<file path="src/rtl/serial_magnitude_comparator.sv">
// Serial unsigned magnitude comparator: walks two WIDTH-bit operands two bits per
// cycle from the MSB slice down and stops at the first differing slice.
module serial_magnitude_comparator #(
    parameter int WIDTH = 8
) (
    input  logic             clk,
    input  logic             rst_n,
    input  logic             start,
    input  logic [WIDTH-1:0] a,
    input  logic [WIDTH-1:0] b,
    output logic             busy,
    output logic             done,
    output logic             a_eq_b,
    output logic             a_lt_b,
    output logic             a_gt_b
);

    localparam int NSLICE = WIDTH / 2;
    localparam int IDX_W  = (NSLICE > 1) ? $clog2(NSLICE) : 1;
    localparam logic [IDX_W-1:0] IDX_TOP = IDX_W'(NSLICE - 1);

    typedef enum logic [1:0] {
        IDLE = 2'd0,
        RUN  = 2'd1,
        DONE = 2'd2
    } state_t;

    state_t           state;
    logic [WIDTH-1:0] ra;
    logic [WIDTH-1:0] rb;
    logic [IDX_W-1:0] idx;

    logic [WIDTH-1:0] ra_sh;
    logic [WIDTH-1:0] rb_sh;
    logic [1:0]       sa;
    logic [1:0]       sb;
    logic             eq_s;
    logic             lt_s;
    logic             gt_s;

    // Select the current slice by shifting it down to bit 0.
    always_comb begin
        ra_sh = ra >> {idx, 1'b0};
        rb_sh = rb >> {idx, 1'b0};
        sa    = ra_sh[1:0];
        sb    = rb_sh[1:0];
        eq_s  = (sa == sb);
        lt_s  = (~sa[1] & sb[1]) | ((sa[1] ~^ sb[1]) & ~sa[0] & sb[0]);
        gt_s  = (sa[1] & ~sb[1]) | ((sa[1] ~^ sb[1]) & sa[0] & ~sb[0]);
    end

    // Handshake: start is accepted only in IDLE (a/b captured on that edge);
    // busy is high while RUN; done is a one-cycle pulse in DONE with the flags
    // freshly valid. start seen in RUN or DONE is dropped, never queued.
    always_ff @(posedge clk or negedge rst_n) begin
        if (!rst_n) begin
            state  <= IDLE;
            ra     <= '0;
            rb     <= '0;
            idx    <= '0;
            a_eq_b <= 1'b0;
            a_lt_b <= 1'b0;
            a_gt_b <= 1'b0;
        end else begin
            case (state)
                IDLE: begin
                    if (start) begin
                        ra     <= a;
                        rb     <= b;
                        idx    <= IDX_TOP;
                        a_eq_b <= 1'b0;
                        a_lt_b <= 1'b0;
                        a_gt_b <= 1'b0;
                        state  <= RUN;
                    end
                end
                RUN: begin
                    if (lt_s) begin
                        a_lt_b <= 1'b1;
                        state  <= DONE;
                    end else if (gt_s) begin
                        a_gt_b <= 1'b1;
                        state  <= DONE;
                    end else if (idx == '0) begin
                        a_eq_b <= 1'b1;
                        state  <= DONE;
                    end else begin
                        idx <= idx - 1'b1;
                    end
                end
                DONE: begin
                    state <= IDLE;
                end
                default: begin
                    state <= IDLE;
                end
            endcase
        end
    end

    assign busy = (state == RUN);
    assign done = (state == DONE);

endmodule

</file>
<file path="config.mk">
export PLATFORM = sky130hd
export DESIGN_NAME = serial_magnitude_comparator
export DESIGN_NICKNAME = d
export VERILOG_FILES = /design/src/rtl/serial_magnitude_comparator.sv
export SDC_FILE = /design/constraint.sdc
export NUM_CORES = 1
export LEC_CHECK = 0
export CAP_MARGIN = 5
export CORE_MARGIN = 8
export CORE_UTILIZATION = 50
export CTS_BUF_LIST = sky130_fd_sc_hd__clkbuf_4
export CTS_CLUSTER_DIAMETER = 30
export CTS_CLUSTER_SIZE = 14
export DETAILED_ROUTE_END_ITERATION = 12
export PLACE_DENSITY = 0.79
export SLEW_MARGIN = 20
export SYNTH_ARGS = -nofsm -noshare
export SYNTH_HDL_FRONTEND = slang
export SYNTH_SLANG_ARGS = --single-unit
</file>
<file path="constraint.sdc">
create_clock -name clk -period 7.6 [get_ports clk]
set_input_delay 1.52 -clock clk [delete_from_list [all_inputs] [get_ports clk]]
set_output_delay 1.52 -clock clk [all_outputs]
set_load 0.02 [all_outputs]
</file>
==> results of run 1 <==
cells by family after synthesis:
group | count (synthesis) | synth area share (%)
multiplexers | 22 | 24.5
AND/OR/NAND/NOR | 16 | 6.70
buffers and inverters | 12 | 4.73
AO/OA/AOI/OAI | 14 | 10.2
flip-flops | 23 | 50.5
adder cells (fa/ha/maj) | 3 | 3.30
power groups by stage:
stage                     Clock [W]  Combinational [W]  Sequential (W)
after floorplan                   0           0.000228        0.000207
after global placement            0           0.000280        0.000213
after detailed placement          0           0.000289        0.000218
after CTS                 0.0000622           0.000290        0.000214
after global routing      0.0000663           0.000319        0.000221
final                     0.0000587           0.000289        0.000213
cells in the final DEF (no fill, tap or decap), types with 2 or more instances in the layout:
cell             count
clkbuf_4             4
nor2_1               3
nand2b_1             2
inv_1                8
ha_1                 3
clkdlybuf4s50_1     22
mux2i_1              2
dfrtp_1             23
mux4_1               2
o21ai_0              3
mux2_2              17
nand2_1              6
layer usage:
layer	track usage, %	share of wire [%]	up-vias
met5	0	0	-
met4	5.01	0.59	0
met3	3.53	5.6	2
met2	19.0	50	23
met1	11.4	44	366
li1	-	-	372
final timing paths:
kind                       startpoint  endpoint  slack, ns
max                          state[1]      busy       4.36
min                            a_eq_b    a_eq_b       0.50
max reg2reg                    idx[0]    idx[1]       4.94
min reg2reg                    a_eq_b    a_eq_b       0.50
max in group asynchronous       rst_n     rb[5]       6.10
min in group asynchronous       rst_n     rb[2]       1.16
critical path: stages (launching register included):
cell and delay (ns):
dfrtp_1 0.40, nand2b_1 0.21, inv_1 0.18, clkdlybuf4s50_1 0.63
through the flow:
stage / util, % / worst slack [ns] / instances / hold slack, ns / total power [W]
2_1_floorplan: - / 5.09 / 90 / 0.470 / 0.000434
3_3_place_gp: 63.0 / 4.58 / 137 / 0.470 / 0.000493
3_5_place_dp: 63.0 / 4.55 / 137 / 0.488 / 0.000506
4_1_cts: 64.4 / 4.34 / 141 / 0.516 / 0.000566
5_1_grt: 64.1 / 4.24 / 141 / 0.535 / 0.000607
6_report: 64.1 / 4.36 / 141 / 0.500 / 0.000561
area by class of cell:
| class | instances | area [sq um] |
|---|---|---|
| Timing Repair Buffer | 23 | 225 |
| Sequential cell | 23 | 576 |
| Tap cell | 28 | 35.0 |
| Fill cell | 190 | 786 |
| Inverter | 8 | 30.0 |
| Clock buffer | 4 | 30.0 |
| Multi-Input combinational cell | 55 | 509 |
registers in the layout (all words and copies together), names as in the netlist:
name and cells:
a_eq_b 1, a_gt_b 1, a_lt_b 1, idx 2, ra 8, rb 8, state 2
==> results by group, run 1 <==
Status
  – Outcome: completed

Logic synthesis
  – Syn nets: 112
  – Top cell type's share of synthesized area: 50.5%
  – Post-synthesis sequential area ratio: 50.5%
  – Distinct cells, synth: 30
  – Post-synth EDFFs: 0
  – Largest area contributor in the netlist: dfrtp_1
  – Post-synth top cells: dfrtp_1, mux2_2, inv_1, nand2_1
  – Synthesis-stage register bit count: 23
  – Post-Syn Area: 1140 sq um
  – Synth Area per Inst: 12.7 sq um
  – Most frequent cell after synthesis: dfrtp_1
  – Synth area leaders: dfrtp_1, mux2_2, mux4_1, ha_1, inv_1
  – Yosys warns: 0
  – Most used DFF post-synth: dfrtp_1
  – Cells after Synth: 90
  – Async SR Flop Fraction: 100%

Place
  – Port bufs: 23
  – Placed cell area: 1380 sq um
  – GPL Wtd Cong: 0.826
  – Hpwl dp: 1.57 mm

Hold path
  – Min-Delay Path Depth: 2
  – Worst min path class: reg -> reg

STA
  – Fin crit share: 42.7%
  – Worst clock skew: 0.00283 ns
  – Final setup fails: 0
  – Shortest period the worst path allows: 3.24 ns
  – Fmax: 308 MHz
  – Endpoints failing hold: 0
  – Post-route setup TNS: 0 ns
  – Max-slew violation count: 0
  – Worst slew pin tran: 0.503 ns
  – Rel. slew slack: 66.5%
  – RSZ-0062 raised after global routing: no

Clock network
  – Reg clk slew, reported paths: 0.12 ns
  – Post-CTS Setup Repair Bufs: 0
  – Clock latency at the later pin of the worst-skew pair: 0.30 ns
  – Cts repair resizes: 0
  – Clk sink count: 23
  – TritonCTS buffer count: 3
  – Max Root-Sink Buffers: 2
  – CTS Root Cell: clkbuf_4
  – Hold Buf Count CTS: 0
  – CTS tree: yes
  – Max H-tree Level: 1

Pwr
  – Peak supply drop: 0.000222 V
  – Gate power share: 51.5%
  – LEAKAGE: 0.640 nW
  – Clock share of power: 10.5%
  – Pint: 0.000352 W
  – Switch Pwr: 0.000209 W
  – Pwr dens: 399 nW/um^2
  – Share of power burned in registers: 38.0%
  – Sw Ratio: 37.3%

Global routing
  – Largest net degree at the start of global routing: 24
  – Number of global-route vias before repair: 879
  – Overflow after GRT: 0
  – Total Routing Usage GR: 10.8%
  – Initial antenna violation count: 0
  – First-pass GRT wire length: 3.61 mm

Floorplan
  – Die area: 4060 sq um
  – Die height: 63.7 um
  – Starting Density: 52.0%
  – Core region area: 2190 sq um
  – Site Rows: 17
  – Die X-Extent: 63.7 um
  – Boundary Pins: 24

Flow run
  – Max-cap violations: 0

Worst setup path
  – CP Launch Type: flop
  – CP Data Arrival Time: 1.72 ns
  – R2R depth: 7
  – Worst path required time: 6.08 ns
  – CP Max Fanout: 5
  – Crit Path Class: reg -> out
  – Worst setup EP type: output port

Drt
  – 1st-iter DRT viols: 18
  – Overall routed net length: 2.04 mm
  – Residual DRC: 0
  – Via count: 763
  – Pre-antenna DRT Iters: 4
  – Routed len/inst: 14.5 um
  – Post-route ant nets: 0
  – Post-DR vias/cell: 5.41

Finish
  – Nets@finish: 136
  – Area Growth Syn to Fin: 23.4%
  – Fraction of layout cells with a size suffix above 1: 23.0%
  – # diodes: 0
  – Finished Cell Area: 1410 sq um
Note: power is estimated with default switching activity, not from simulation.
==> run 2: changes to the inputs <==
==> constraint.sdc (replaced) <==
create_clock -name clk -period 3.15 [get_ports clk]
set_input_delay 0.63 -clock clk [delete_from_list [all_inputs] [get_ports clk]]
set_output_delay 0.63 -clock clk [all_outputs]
set_load 0.02 [all_outputs]
==> results by group, run 2 (synthesized netlist as in run 1, its figures left out) <==
Status
  – Outcome: completed

Hold path
  – Critical hold path startpoint: a_lt_b
  – Min-Delay Path Depth: 2 (unchanged)
  – Worst min path class: reg -> reg
  – Worst min-delay path endpoint: a_lt_b

Worst setup path
  – Crit. Startpoint: idx[0]
  – CP Data Arrival Time: 2.85 ns (+1.13 ns)
  – Slowest CP cell: mux4_1
  – CP Max Fanout: 8 (+3)
  – CP top delay family: compound AO/OA/AOI/OAI gates
  – Crit Path Class: reg -> reg
  – Worst setup EP type: flop
  – Reg2Reg Setup Slack: 0.54 ns (-4.40 ns)
  – Worst path required time: 3.39 ns (-2.69 ns)
  – RR Endpoint: idx[1]
  – R2R depth: 7 (unchanged)
  – WP buf/inv: 1 (-1)
  – Cell chain of the critical path: mux4_1 -> ha_1 -> inv_1 -> o41a_1 -> o31a_2 -> a41o_1 -> a32oi_2
  – CP Launch Type: flop
  – Crit path largest cell delay: 0.62 ns (about the same)
  – Worst r2r src: idx[0]

Pwr
  – LEAKAGE: 0.644 nW (+0.64%)
  – Peak supply drop: 0.000562 V (+150%)
  – Pwr dens: 963 nW/um^2 (+140%)

Place
  – Hpwl dp: 1.69 mm (+8.0%)
  – Placed cell area: 1390 sq um (+0.54%)
  – GPL Wtd Cong: 0.819 (-0.85%)
  – Port bufs: 23 (unchanged)

Finish
  – # diodes: 0 (unchanged)
  – Nets@finish: 137 (+0.74%)
  – Fraction of layout cells with a size suffix above 1: 22.8% (-0.20 points)
  – Finished Cell Area: 1420 sq um (+0.71%)
  – Commonest non-fill, non-tap cells in the layout: dfrtp_1, clkdlybuf4s50_1, mux2_2
  – Area Growth Syn to Fin: 24.3%
  – Top flop regs: ra (8), rb (8)

Clock network
  – Max H-tree Level: 1 (unchanged)
  – TritonCTS buffer count: 3 (unchanged)
  – Clk sink count: 23 (unchanged)
  – Clock latency at the later pin of the worst-skew pair: 0.31 ns (about the same)
  – CTS tree: yes
  – Cts repair resizes: 0 (unchanged)
  – Max Root-Sink Buffers: 2 (unchanged)
  – Post-CTS Setup Repair Bufs: 0 (unchanged)
  – Reg clk slew, reported paths: 0.13 ns (about the same)
  – Hold Buf Count CTS: 0 (unchanged)
  – CTS Root Cell: clkbuf_4

Global routing
  – First-pass GRT wire length: 3.77 mm (+4.4%)
  – Total Routing Usage GR: 11.1% (+0.24 points)
  – Initial antenna violation count: 0 (unchanged)
  – Overflow after GRT: 0 (unchanged)
  – Largest net degree at the start of global routing: 24 (unchanged)
  – Number of global-route vias before repair: 852 (-3.1%)

STA
  – Worst slew pin tran: 0.482 ns (-0.0210 ns)
  – Endpoints failing hold: 0 (unchanged)
  – Worst clock skew: 0.00392 ns (+0.00109 ns)
  – Fmax: 383 MHz
  – Fin crit share: 82.9%
  – Shortest period the worst path allows: 2.61 ns
  – Post-route setup TNS: 0 ns (unchanged)
  – Final setup fails: 0 (unchanged)
  – Max-slew violation count: 0 (unchanged)
  – RSZ-0062 raised after global routing: no
  – Rel. slew slack: 67.9% (+1.4 points)

Drt
  – Post-route ant nets: 0 (unchanged)
  – Post-DR vias/cell: 5.49 (+1.5%)
  – Pre-antenna DRT Iters: 4 (unchanged)
  – 1st-iter DRT viols: 23 (+5)
  – Via count: 780 (+2.2%)
  – Residual DRC: 0 (unchanged)
  – Routed len/inst: 15.7 um (+8.9%)
  – Overall routed net length: 2.24 mm (+9.7%)

Floorplan
  – Site Rows: 17 (unchanged)
  – Core region area: 2190 sq um (unchanged)
  – Die area: 4060 sq um (unchanged)
  – Boundary Pins: 24 (unchanged)
  – Die X-Extent: 63.7 um (unchanged)
  – Die height: 63.7 um (unchanged)
  – Starting Density: 52.0% (unchanged)

Flow run
  – Max-cap violations: 0 (unchanged)
[run 2: layout make-up]
class	count	area, sq um
clock buffer	3	22.5
clock inverter	1	5.00
fill	182	776
inverter	8	30.0
multi-input combinational	55	509
sequential	23	576
tap	28	35.0
timing repair buffer	24	238
[run 2: per-stage QoR]
step / utilization [%] / instances / setup WS, ns / hold slack (ns) / power, W
2_1_floorplan: - / 90 / 0.725 / 0.334 / 0.00105
3_5_place_dp: 63.3 / 138 / 0.578 / 0.489 / 0.00123
3_3_place_gp: 63.3 / 138 / 0.642 / 0.465 / 0.00119
4_1_cts: 64.6 / 142 / 0.531 / 0.519 / 0.00137
6_report: 64.6 / 142 / 0.540 / 0.506 / 0.00136
5_1_grt: 64.6 / 142 / 0.435 / 0.528 / 0.00147
[run 2: worst max path at each step]
stage / end / slack [ns] / depth (start not counted)
after global routing: idx[1] / 0.44 / 7
after CTS: idx[1] / 0.53 / 7
after global placement: idx[1] / 0.64 / 7
final: idx[1] / 0.54 / 7
after floorplan: idx[1] / 0.73 / 8
after detailed placement: idx[1] / 0.58 / 7
[run 2: worst reg2reg max path, stage by stage, from the launching register on]
cell and delay, ns:
dfrtp_1 0.51, mux4_1 0.62, ha_1 0.35, inv_1 0.06, o41a_1 0.46, o31a_2 0.15, a41o_1 0.25, a32oi_2 0.14
[run 2: metal layers]
| metal | vias up | global-route usage [%] | part of all wire [%] |
|---|---|---|---|
| met5 | - | 0 | 0 |
| met2 | 17 | 20.4 | 52 |
| met4 | 0 | 1.67 | 0 |
| met3 | 0 | 3.89 | 5.1 |
| met1 | 389 | 12.0 | 43 |
| li1 | 374 | - | - |
[run 2: power breakdown]
| part | switching (W) | total, W | leakage (nW) | internal [W] |
|---|---|---|---|---|
| clock | 0.0000906 | 0.000138 | 0.0177 | 0.0000473 |
| combinational | 0.000340 | 0.000699 | 0.354 | 0.000359 |
| sequential | 0.0000928 | 0.000526 | 0.273 | 0.000433 |
| total | 0.000524 | 0.00136 | 0.644 | 0.000839 |
